## src/rtl/subsurf_pkg.sv

```systemverilog
// Shared types and sizes for the subdivision result path.
// Holds the RES RAM geometry, the reader FSM encoding and the buffered word record.
package subsurf_pkg;

    localparam int ADDR_W    = 9;
    localparam int DATA_W    = 32;
    localparam int RES_DEPTH = 512;

    typedef enum logic [1:0] {
        RR_IDLE,
        RR_READ,
        RR_DRAIN,
        RR_FINISH
    } res_reader_state_t;

    typedef struct packed {
        logic              last;
        logic [DATA_W-1:0] data;
    } res_word_t;

endpackage

```

## src/rtl/res_reader_if.sv

```systemverilog
// Valid/ready word stream from the RES reader toward the host/IO side.
// The master drives valid/data/last; the slave drives ready.
interface res_reader_if #(
    parameter int DATA_W = 32
);
    logic              m_valid;
    logic              m_ready;
    logic [DATA_W-1:0] m_data;
    logic              m_last;

    modport master (
        output m_valid,
        output m_data,
        output m_last,
        input  m_ready
    );

    modport slave (
        input  m_valid,
        input  m_data,
        input  m_last,
        output m_ready
    );
endinterface

```

## src/rtl/res_reader_buf.sv

```systemverilog
// Two-entry FIFO of res_word_t feeding the output stream; head is registered.
// Latency: a pushed word is visible at out the cycle after push.
// Backpressure: push while full is dropped unless a pop happens the same cycle.
module res_reader_buf
    import subsurf_pkg::*;
(
    input  logic      clk,
    input  logic      rst,
    input  logic      push,
    input  logic      pop,
    input  res_word_t in,
    output res_word_t out,
    output logic [1:0] occupancy
);

    res_word_t mem [2];
    logic      wr_ptr;
    logic      rd_ptr;
    logic      do_push;
    logic      do_pop;

    assign do_pop  = pop && (occupancy != 2'd0);
    assign do_push = push && ((occupancy != 2'd2) || do_pop);
    assign out     = mem[rd_ptr];

    always_ff @(posedge clk) begin
        if (rst) begin
            mem[0]    <= '0;
            mem[1]    <= '0;
            wr_ptr    <= 1'b0;
            rd_ptr    <= 1'b0;
            occupancy <= 2'd0;
        end else begin
            if (do_push) begin
                mem[wr_ptr] <= in;
                wr_ptr      <= ~wr_ptr;
            end
            if (do_pop) begin
                rd_ptr <= ~rd_ptr;
            end
            occupancy <= occupancy + 2'(do_push) - 2'(do_pop);
        end
    end

endmodule

```

## src/rtl/res_reader.sv

```systemverilog
// Drains word_count words of the RES RAM from address 0 onto a valid/ready stream.
// Latency: first word valid 2 cycles after the start edge; 1 word/cycle with ready held.
// Backpressure: reads are issued only when the 2-entry buffer can absorb them.
// Optional RES_READER_CHECKSUM_EN adds a running sum of accepted words.
module res_reader
    import subsurf_pkg::*;
#(
    parameter int ADDR_W    = 9,
    parameter int DATA_W    = 32,
    parameter int BUF_DEPTH = 2
) (
    input  logic              clk,
    input  logic              rst,
    input  logic              start,
    input  logic [ADDR_W:0]   word_count,
    output logic              RAM_RES_EN,
    output logic [ADDR_W-1:0] RAM_RES_A,
    output logic [3:0]        RAM_RES_WE,
    output logic [DATA_W-1:0] RAM_RES_Di,
    input  logic [DATA_W-1:0] RAM_RES_Do,
    res_reader_if.master      m,
    output logic              busy,
    output logic              done
`ifdef RES_READER_CHECKSUM_EN
    ,
    output logic [DATA_W-1:0] checksum
`endif
);

    localparam logic [ADDR_W:0] MAX_WORDS = {1'b1, {ADDR_W{1'b0}}};
    localparam logic [ADDR_W:0] ONE_WORD  = {{ADDR_W{1'b0}}, 1'b1};
    localparam logic [1:0]      BUF_FULL  = 2'(BUF_DEPTH);

    res_reader_state_t state, state_nxt;

    logic [ADDR_W:0]   remaining;
    logic [ADDR_W:0]   wc_clamped;
    logic [ADDR_W-1:0] rd_addr;
    logic [ADDR_W-1:0] ram_a_q;
    logic              inflight;
    logic              inflight_last;
    logic              start_ok;
    logic              issue;
    logic              pop;
    logic              drain_done;
    logic [1:0]        occupancy;
    res_word_t         buf_in;
    res_word_t         buf_out;

    assign wc_clamped = (word_count > MAX_WORDS) ? MAX_WORDS : word_count;
    assign start_ok   = (state == RR_IDLE) && start;
    assign pop        = m.m_valid && m.m_ready;

    // A same-cycle pop frees the slot the new read will land in two edges later,
    // which is what sustains one word per cycle; never issue with two words held.
    assign issue = (state == RR_READ) && (remaining != '0) && (occupancy != BUF_FULL) &&
                   ((({1'b0, occupancy} + {2'b00, inflight}) < 3'd2) || pop);

    assign drain_done = (occupancy == 2'd0) || ((occupancy == 2'd1) && pop);

    assign RAM_RES_EN = issue;
    assign RAM_RES_A  = issue ? rd_addr : ram_a_q;
    assign RAM_RES_WE = 4'b0000;
    assign RAM_RES_Di = '0;

    always_ff @(posedge clk) begin
        if (rst) begin
            state         <= RR_IDLE;
            remaining     <= '0;
            rd_addr       <= '0;
            ram_a_q       <= '0;
            inflight      <= 1'b0;
            inflight_last <= 1'b0;
        end else begin
            state    <= state_nxt;
            inflight <= issue;
            if (start_ok) begin
                remaining <= wc_clamped;
                rd_addr   <= '0;
            end else if (issue) begin
                remaining     <= remaining - 1'b1;
                rd_addr       <= rd_addr + 1'b1;
                ram_a_q       <= rd_addr;
                inflight_last <= (remaining == ONE_WORD);
            end
        end
    end

    always_comb begin
        state_nxt = state;
        busy      = (state != RR_IDLE);
        done      = 1'b0;
        case (state)
            RR_IDLE: begin
                if (start) begin
                    state_nxt = (wc_clamped == '0) ? RR_FINISH : RR_READ;
                end
            end
            RR_READ: begin
                // Skip DRAIN when the last word leaves this very cycle so done
                // follows the final handshake by exactly one cycle.
                if ((remaining == '0) && !inflight) begin
                    state_nxt = drain_done ? RR_FINISH : RR_DRAIN;
                end
            end
            RR_DRAIN: begin
                if (drain_done) begin
                    state_nxt = RR_FINISH;
                end
            end
            RR_FINISH: begin
                done      = 1'b1;
                state_nxt = RR_IDLE;
            end
            default: state_nxt = RR_IDLE;
        endcase
    end

    always_comb begin
        buf_in      = '0;
        buf_in.last = inflight_last;
        buf_in.data = RAM_RES_Do;
    end

    res_reader_buf u_buf (
        .clk       (clk),
        .rst       (rst),
        .push      (inflight),
        .pop       (pop),
        .in        (buf_in),
        .out       (buf_out),
        .occupancy (occupancy)
    );

    assign m.m_valid = (occupancy != 2'd0);
    assign m.m_data  = buf_out.data;
    assign m.m_last  = buf_out.last;

`ifdef RES_READER_CHECKSUM_EN
    always_ff @(posedge clk) begin
        if (rst || start_ok) begin
            checksum <= '0;
        end else if (pop) begin
            checksum <= checksum + m.m_data;
        end
    end
`endif

endmodule

```

## src/flat_wrapper.sv

```systemverilog
// flat-port wrapper written by rule: the top's interface ports become plain ports
module res_reader_flat import subsurf_pkg::*;
#(
    parameter int ADDR_W    = 9,
    parameter int DATA_W    = 32,
    parameter int BUF_DEPTH = 2
)
  (clk, rst, start, word_count, RAM_RES_EN, RAM_RES_A, RAM_RES_WE, RAM_RES_Di, RAM_RES_Do, busy, done, m_m_valid, m_m_data, m_m_last, m_m_ready);
  res_reader_if #(.DATA_W(DATA_W)) m_i ();
  input  logic clk;
  input  logic rst;
  input  logic start;
  input  logic [ADDR_W:0] word_count;
  output logic RAM_RES_EN;
  output logic [ADDR_W-1:0] RAM_RES_A;
  output logic [3:0] RAM_RES_WE;
  output logic [DATA_W-1:0] RAM_RES_Di;
  input  logic [DATA_W-1:0] RAM_RES_Do;
  output logic busy;
  output logic done;
  output wire logic [$bits(m_i.m_valid)-1:0] m_m_valid;
  output wire logic [$bits(m_i.m_data)-1:0] m_m_data;
  output wire logic [$bits(m_i.m_last)-1:0] m_m_last;
  input wire logic [$bits(m_i.m_ready)-1:0] m_m_ready;
  assign m_m_valid = m_i.m_valid;
  assign m_m_data = m_i.m_data;
  assign m_m_last = m_i.m_last;
  assign m_i.m_ready = m_m_ready;
  res_reader #(.ADDR_W(ADDR_W), .DATA_W(DATA_W), .BUF_DEPTH(BUF_DEPTH)) u_core (.clk(clk), .rst(rst), .start(start), .word_count(word_count), .RAM_RES_EN(RAM_RES_EN), .RAM_RES_A(RAM_RES_A), .RAM_RES_WE(RAM_RES_WE), .RAM_RES_Di(RAM_RES_Di), .RAM_RES_Do(RAM_RES_Do), .m(m_i), .busy(busy), .done(done));
endmodule
```

## config.mk

```make
export PLATFORM = sky130hd
export DESIGN_NAME = res_reader_flat
export DESIGN_NICKNAME = d
export VERILOG_FILES = /design/src/rtl/subsurf_pkg.sv /design/src/rtl/res_reader_if.sv /design/src/rtl/res_reader_buf.sv /design/src/rtl/res_reader.sv /design/src/flat_wrapper.sv
export SDC_FILE = /design/constraint.sdc
export NUM_CORES = 1
export LEC_CHECK = 0
export CORE_ASPECT_RATIO = 1.2
export CORE_UTILIZATION = 35
export DETAILED_ROUTE_END_ITERATION = 16
export GPL_TIMING_DRIVEN = 0
export HOLD_SLACK_MARGIN = 0.1
export SLEW_MARGIN = 20
export SYNTH_ARGS = -nofsm -noshare
export SYNTH_HDL_FRONTEND = slang
export SYNTH_SLANG_ARGS = --single-unit
```

## constraint.sdc

```tcl
create_clock -name clk -period 2.4 [get_ports clk]
set_input_delay 0.36 -clock clk [delete_from_list [all_inputs] [get_ports clk]]
set_output_delay 0.36 -clock clk [all_outputs]
set_load 0.05 [all_outputs]
```

Word-level counts from Yosys, hierarchy flattened

Memories as Yosys holds them, arrays and structs flattened. A register that Yosys moved wholly into a read port is not among the register bits.
Cells that the tools add are included.

Add/sub/neg operators: 5
Order comparisons: 2
Equal/unequal tests: 9
Multiplexer cells: 21
Bitwise logic cells: 3
Reduce and logical (&&, ||, !) cells: 25

Operators with widths:

| cell                                                | number |
|---|---|
| 2-to-1 mux 33 bit                                   | 1 |
| OR reduction 33 bit                                 | 1 |
| 2-to-1 mux 10 bit                                   | 3 |
| zero test 10 bit                                    | 2 |
| 2-to-1 mux 1 bit                                    | 11 |
| == test 10 x 1 -> 1 bit (second input constant)     | 1 |
| > comparator 10 bit (second input constant)         | 1 |
| nonzero test 10 bit                                 | 1 |
| subtractor 10 x 1 -> 10 bit (second input constant) | 1 |
| adder 9 x 1 -> 9 bit (second input constant)        | 1 |
| logical AND 1 bit                                   | 9 |
| 2-to-1 mux 9 bit                                    | 1 |
| 2-to-1 mux 2 bit                                    | 4 |
| one-hot mux 2 bit (4 select lines)                  | 1 |
| != test 2 bit (second input constant)               | 3 |
| nonzero test 2 bit                                  | 3 |
| == test 2 x 1 -> 1 bit (second input constant)      | 2 |
| == test 2 bit (second input constant)               | 2 |
| zero test 2 bit                                     | 2 |
| adder 2 x 1 -> 3 bit                                | 1 |
| logical OR 1 bit                                    | 3 |
| < comparator 3 x 2 -> 1 bit (second input constant) | 1 |
| inverter 1 bit                                      | 3 |
| AND reduction 3 bit                                 | 1 |
| other kinds (6)                                     | 6 |

Flip-flop bits (word level): 36
Bits in writable memories: 66
Input port bits: 46
Output and inout bits: 82
Logic and storage cells: 75
Memories kept: 1

Memory list:

| memory           | depth | width | read ports | clocked after Yosys merged registers in | write ports | line                 | source |
|---|---|---|---|---|---|---|---|
| u_core.u_buf.mem | 2     | 33    | 1          | 1                                       | 2           | res_reader_buf.sv:16 | `res_word_t mem [2];` |

Longest topological paths before layout

Gate-level depths: netlist (run 1).

Word-level depth: 10
Gate-level depth with buffers: 9
Depth with buffers taken out: 8

Cells and area by module

A second synthesis (run 1) with hierarchy kept.

Cells, all modules: 473
Area, all modules: 5421.4 um^2

Modules (own cells, without submodules):

| module         | instances | cells each | area each (um^2) | sequential area each (um^2) |
|---|---|---|---|---|
| res_reader_buf | 1         | 200        | 3176.8           | 2082.0 |
| res_reader     | 1         | 273        | 2244.7           | 640.6 |

Worst setup path after synthesis (run 1)

OpenSTA, ideal clock, no wires.

Path kind: reg-to-output
Start: register u_core.remaining[0]
End: output port RAM_RES_A[2]
Arrival: 2352 ps
Required time: 2040 ps
Slack: -312 ps
Cell stages (with the launch flop): 8
Path buffers: 1
Cell sequence: dfxtp_1 -> inv_1 -> ha_1 -> nor3b_1 -> nand3_1 -> nand2_2 -> buf_2 -> o21ai_0

Word-level cells in the longest chain between the ends: 5

Ends and longest elaborated chain:

| item                            | line               | source |
|---|---|---|
| start: declaration              | res_reader.sv:36   | `logic [ADDR_W:0] remaining;` |
| start signal: assignment        | res_reader.sv:78   | `remaining <= wc_clamped;` |
| start signal: assignment        | res_reader.sv:81   | `remaining <= remaining - 1'b1;` |
| nonzero test 10 bit             | res_reader.sv:56   | `assign issue = (state == RR_READ) && (remaining != '0) && (occupancy != BUF_FULL) &&` |
| logical AND 1 bit (3 in series) | res_reader.sv:56   |  |
| 2-to-1 mux 9 bit                | --                 |  |
| end: declaration                | flat_wrapper.sv:15 | `output logic [ADDR_W-1:0] RAM_RES_A;` |

Every way passes these cells.

Worst setup path after layout (run 1)

Start: register u_core.remaining[0]
End: output port RAM_RES_A[3]

Same word-level chain as after synthesis.

==> results of run 1 <==
## timing repair
action | 4_1_cts | 5_1_grt
resized for setup | 112 | 17
buffers inserted | 3 | 0
endpoints found under the hold margin | 0 | 0
pin swaps | 1 | 2
endpoints found under the setup margin | 100 | 108
hold buffers | 0 | 0
## layout make-up
type,instances,area share (%)
tap,175,3.195
timing repair buffer,95,13.36
sequential,103,39.76
buffer,52,5.257
clock inverter,6,1.351
inverter,11,0.6389
multi-input combinational,333,33.10
clock buffer,10,3.341
## worst max-delay path, cell delays in order, from the launching register on
cell and delay [ps]:
dfxtp_2 350, inv_2 80, ha_4 130, nor3b_4 220, nand3_2 150, nand2_4 180
buf_8 160, nand2_1 60, nand2_1 70, buf_4 190
## sequential cells by signal, indices dropped and copies added (netlist names), named ones only
register and count:
u_core.remaining 10, u_core.rd_addr 9, u_core.inflight_last 1, u_core.inflight 1, u_core.u_buf.wr_ptr 1, u_core.u_buf.rd_ptr 1, u_core.state 2, u_core.u_buf.mem 66
u_core.ram_a_q 9, u_core.u_buf.occupancy 2
## per-stage QoR
step / worst slack (ps) / hold slack (ps) / util, %
detailed placement: -1011 / 486.3 / 44.86
finish: 82.75 / 499.2 / 47.55
CTS: 0.8045 / 500.7 / 47.23
global placement: -1004 / 475.2 / 44.62
global route: -12.23 / 525.6 / 47.55
floorplan: 52.25 / 453.4 / -
## cell usage after synthesis (3+ instances only)
| library cell | count | area, µm² |
|---|---|---|
| xor2_1 | 8 | 70.07 |
| nor2b_1 | 3 | 18.77 |
| nand3_1 | 5 | 25.02 |
| dfxtp_1 | 37 | 740.7 |
| edfxtp_1 | 66 | 1982 |
| a211oi_1 | 3 | 22.52 |
| o22ai_1 | 4 | 25.02 |
| a21oi_1 | 11 | 55.05 |
| mux2_2 | 33 | 371.6 |
| nor2_1 | 35 | 131.4 |
| nand2_1 | 41 | 153.9 |
| nor3_1 | 7 | 35.03 |
| ha_1 | 9 | 112.6 |
| and3_1 | 3 | 18.77 |
| mux2i_1 | 12 | 120.1 |
| nand4_1 | 5 | 31.28 |
| and2_1 | 67 | 419.2 |
| nor4_1 | 5 | 31.28 |
| o21ai_0 | 4 | 20.02 |
| buf_4 | 37 | 277.8 |
| clkbuf_1 | 12 | 45.04 |
| inv_1 | 11 | 41.29 |
| xnor2_1 | 6 | 52.55 |
## routing by layer
| layer | vias to the layer above | track usage, % |
|---|---|---|
| met5 | - | 0 |
| met4 | 0 | 6.067 |
| met3 | 19 | 3.815 |
| met2 | 122 | 28.77 |
| met1 | 1776 | 17.67 |
| li1 | 1825 | - |
## final timing paths
kind | to | start
worst max-delay path | RAM_RES_A[3] | u_core.remaining[0]
worst min-delay path | u_core.ram_a_q[1] | u_core.ram_a_q[1]
worst max register to register | u_core.ram_a_q[3] | u_core.state[0]
worst min register to register | u_core.ram_a_q[1] | u_core.ram_a_q[1]
## power by group through the flow
stage | registers [W] | logic [W] | clock network [W]
floorplan | 0.00233 | 0.00232 | 0
global placement | 0.00236 | 0.00314 | 0
detailed placement | 0.00238 | 0.00319 | 0
CTS | 0.00236 | 0.00321 | 0.00163
global route | 0.00240 | 0.00346 | 0.00169
finish | 0.00237 | 0.00324 | 0.00158
## logic make-up after synthesis
logic type | Yosys count | synth area share, %
AND/OR/NAND/NOR | 188 | 19.47
adder cells (fa/ha/maj) | 9 | 2.180
other | 1 | 0.07259
flip-flops | 103 | 52.70
AO/OA/AOI/OAI | 41 | 6.079
multiplexers | 45 | 9.518
XOR/XNOR | 14 | 2.374
buffers and inverters | 65 | 7.605
==> results.yml, run 1 <==
setup_path:
  r2r_setup_slack_ps: 240
  path_class: "register to primary output"
  crit_fanout: 10
  critPathArrivalTime_ps: 1960
  end_kind: "primary output"
  r2r_cells: 7
  critPathRequiredTime_ps: 2040
  startpoint_type: "register"
cts:
  clock_path_buffers: 2
  path_clk_slew_ps: 70
  worstSkewPairLatency_ps: 350
  numCtsBuffers: 9
  clock_sinks: 103
  cts_tree: "built"
  htreeDepth: 3
  clock-root-buffer: "clkbuf_16"
route:
  drt_pre_antenna_iters: 4
  avgRoutedWirePerCell_um: 14.88
  wl_met1_um: 4927
  wl_met2_um: 5880
  vias_per_cell: 4.767
  antenna_left: 0
  num_vias: 3742
  drt_iter0_markers: 136
  routed-wl-met3_um: 652
  drc: 0
  wirelength_um: 11680
  top_layer: "met4"
global_routing:
  grt_pass1_wl_um: 18550
  grt_util_all_layers_pct: 15.76
  grt-ovfl-total: 0
  grt_pass1_vias: 3780
  antenna_found_initial: 0
  grt_max_degree: 34
final_layout:
  synthToLayoutAreaGrowth_pct: 32.67
  fin_nets: 660
  multi_input_area_um2: 2268
  layout_commonest_cell: "and2_1"
  n_fill_cell: 1357
  ff_latch_area_um2: 2725
  final_cells: 785
  layout-drive-gt1-share_pct: 22.13
  fin_area_um2: 6854
  n_antenna_cell: 0
  mostFrequentLayoutCells: "and2_1 (67), edfxtp_1 (66), clkdlybuf4s50_1 (49)"
timing:
  finalSetupTns_ps: 0
  final-setup-viol-count: 0
  slew_headroom_pct: 51.87
  drv_slew: 0
  period_share_pct: 96.55
  skew_ps: 13.37
  layout_min_cycle_time_ps: 2317
  max_freq_ghz: 0.4315
  tightestPinTransition_ps: 715.3
  rsz0062_at_grt: "true"
  final_hold_viol_count: 0
power_and_ir_drop:
  comb_power_share_pct: 45.1
  fin_total_pwr_w: 0.007194
  seqPwrFrac_pct: 32.9
  p_leak_nw: 2.843
  pwr_density_cell_nw_per_um2: 1050
  p_clk_share_pct: 22.0
  ir_drop_uv: 470.5
  internal_power_w: 0.004271
  switching_power_w: 0.002923
  switching_share_pct: 40.63
run:
  max_cap_violations: 0
synthesis:
  synth_warnings: 0
  ys_async_sr_fraction_pct: 0
  synth_edf_count: 66
  netlist_instances: 466
  syn-cell-area_um2: 5166
  yosys_most_used_dff: "edfxtp_1"
  syn_avg_cell_area_um2: 11.09
  synth.ff_latch_count: 103
  yosysUniqueCellTypes: 56
  seq_area_frac_synth_pct: 52.70
placed_design:
  place_inst: 768
  gp_congestion: 0.8311
  io_buffers: 91
  postPlaceCellArea_um2: 6466
  place_hpwl_um: 8282
die:
  initial_core_util_pct: 35.84
  num_rows: 48
  core_area_um2: 14410
  die_w_um: 112.9
  io_pins: 128
  fp.dieH_um: 135.1
  dieArea_um2: 15250
min_path:
  holdCritPathClass: "register to register"
  holdPathStages: 2
outcome:
  status: "completed"
Power figures use the tool's default switching activity.
==> run 2, diff against run 1 <==
CORE_MARGIN = 4   (was not set)
==> run 2 against run 1 <==
Compared with the run above: fmax is 0.49% higher; clock skew is 3.8 ps lower; via count is 0.88% lower; largest cell class unchanged; critical path depth is 6 lower; register-to-register slack worse by 20 ps; final area is 0.95% lower; clock power is 13% lower; critical endpoint is now m_m_data[31].
==> results.yml, run 2 (synthesized netlist as in run 1, its figures left out) <==
final_layout:
  n_antenna_cell: 0
  regMostFlops: "u_core.u_buf.mem"
  layout_commonest_cell: "and2_1"
  largest_reg_flops: 66
  synthToLayoutAreaGrowth_pct: 31.41
  mostFrequentLayoutCells: "and2_1 (67), edfxtp_1 (66), clkdlybuf4s50_1 (49)"
  layout-drive-gt1-share_pct: 21.60
  fin_area_um2: 6789
  fin_nets: 661
  top_regs: "u_core.u_buf.mem x66, u_core.remaining x10"
die:
  io_pins: 128
  fp.dieH_um: 141.1
  num_rows: 48
  core_area_um2: 14410
  die_w_um: 118.9
  dieArea_um2: 16780
  initial_core_util_pct: 35.84
placed_design:
  gp_congestion: 0.8346
  io_buffers: 91
  pre_cts_ws_ps: -1012
  postPlaceCellArea_um2: 6466
  place_hpwl_um: 8560
cts:
  path_clk_slew_ps: 70
  postCtsHoldBufs: 0
  cts_tree: "built"
  clock-root-buffer: "clkbuf_16"
  numCtsBuffers: 9
  htreeDepth: 3
  worstSkewPairLatency_ps: 340
  clock_path_buffers: 2
  clock_sinks: 103
route:
  drt_iter0_markers: 237
  avgRoutedWirePerCell_um: 14.96
  vias_per_cell: 4.719
  drt_pre_antenna_iters: 4
  num_vias: 3709
  antenna_left: 0
  drc: 0
  wirelength_um: 11760
timing:
  period_share_pct: 96.08
  slew_headroom_pct: 50.63
  layout_min_cycle_time_ps: 2306
  drv_slew: 0
  rsz0062_at_grt: "true"
  max_freq_ghz: 0.4337
  final_hold_viol_count: 0
  skew_ps: 9.560
  final-setup-viol-count: 0
  tightestPinTransition_ps: 733.7
  setup_slack_ps: 94.09
min_path:
  holdCritPathClass: "register to register"
  hp-start: "u_core.inflight_last"
  hold_end: "u_core.inflight_last"
  holdPathStages: 2
global_routing:
  grt-ovfl-total: 0
  grt_util_all_layers_pct: 14.32
  antenna_found_initial: 0
  grt_pass1_vias: 3804
  grt_pass1_wl_um: 19190
  grt_max_degree: 34
setup_path:
  critPathRequiredTime_ps: 2040
  r2r_setup_slack_ps: 220
  rr_startpoint: "u_core.state[1]"
  path_class: "register to primary output"
  r2r_cells: 7
  crit_fanout: 10
  critPathArrivalTime_ps: 1950
  rr_endpoint: "u_core.ram_a_q[5]"
  end_kind: "primary output"
  startpoint_type: "register"
power_and_ir_drop:
  ir_drop_uv: 351.9
  p_leak_nw: 2.809
  switching_share_pct: 41.72
  switching_power_w: 0.002895
  pwr_density_cell_nw_per_um2: 1022
  p_clk_share_pct: 19.8
  comb_power_share_pct: 46.3
  internal_power_w: 0.004045
  seqPwrFrac_pct: 33.9
run:
  max_cap_violations: 0
outcome:
  status: "completed"
-- run 2: critical path, stage by stage (launching register included) --
cell           delay (ps)
dfxtp_1               480
buf_2                 320
mux2_2                360
dlygate4sd2_1         440
-- run 2: how the worst max path moves through the flow --
stage	startpoint	endpoint	slack [ps]	depth (start not counted)
3_5_place_dp	m_m_ready	RAM_RES_A[6]	-1010	9
2_1_floorplan	u_core.remaining[0]	RAM_RES_A[0]	50	9
6_report	register	m_m_data[31]	90	3
5_1_grt	u_core.u_buf.occupancy[0]	RAM_RES_A[5]	-20	7
3_3_place_gp	m_m_ready	RAM_RES_A[8]	-1010	9
4_1_cts	u_core.state[1]	RAM_RES_A[6]	8	9
-- run 2: final cells by class --
cell class | instances | area (µm²)
plain buffers | 52 | 359.1
flip-flops and latches | 103 | 2724
fillers | 1373 | 7625
clock buffers | 10 | 229.0
multi-input cells | 333 | 2255
repair buffers | 96 | 915.9
well taps | 175 | 219.0
inverters | 11 | 41.29
clock inverters | 6 | 46.29
-- run 2: layer usage --
layer / GRT usage [%] / share of wire (%)
met5: 0 / 0
met4: 4.027 / 1.0
met3: 3.973 / 6.2
met2: 25.51 / 51
met1: 16.90 / 42
-- run 2: power by group through the flow --
stage | Combinational, W | Sequential, W | Clock, W
finish | 0.00321 | 0.00235 | 0.00138
global placement | 0.00314 | 0.00236 | 0
floorplan | 0.00232 | 0.00233 | 0
global route | 0.00343 | 0.00239 | 0.00150
detailed placement | 0.00320 | 0.00237 | 0
CTS | 0.00322 | 0.00235 | 0.00142
-- run 2: timing repair --
item,CTS,global route
setup buffers,3,1
endpoints found under the setup margin,124,29
resized for setup,110,12
pin swaps,1,1
-- run 2: metrics by stage --
stage | instances | hold WS [ps] | utilization (%) | power, W | setup TNS (ps)
floorplan | 501 | 453.4 | - | 0.004653 | 0
global placement | 767 | 474.7 | 44.62 | 0.005505 | -77780
detailed placement | 768 | 481.9 | 44.86 | 0.005570 | -72930
CTS | 786 | 491.4 | 46.85 | 0.006989 | 0
global route | 786 | 516.5 | 47.10 | 0.007322 | -34.18
finish | 786 | 484.7 | 47.10 | 0.006941 | 0
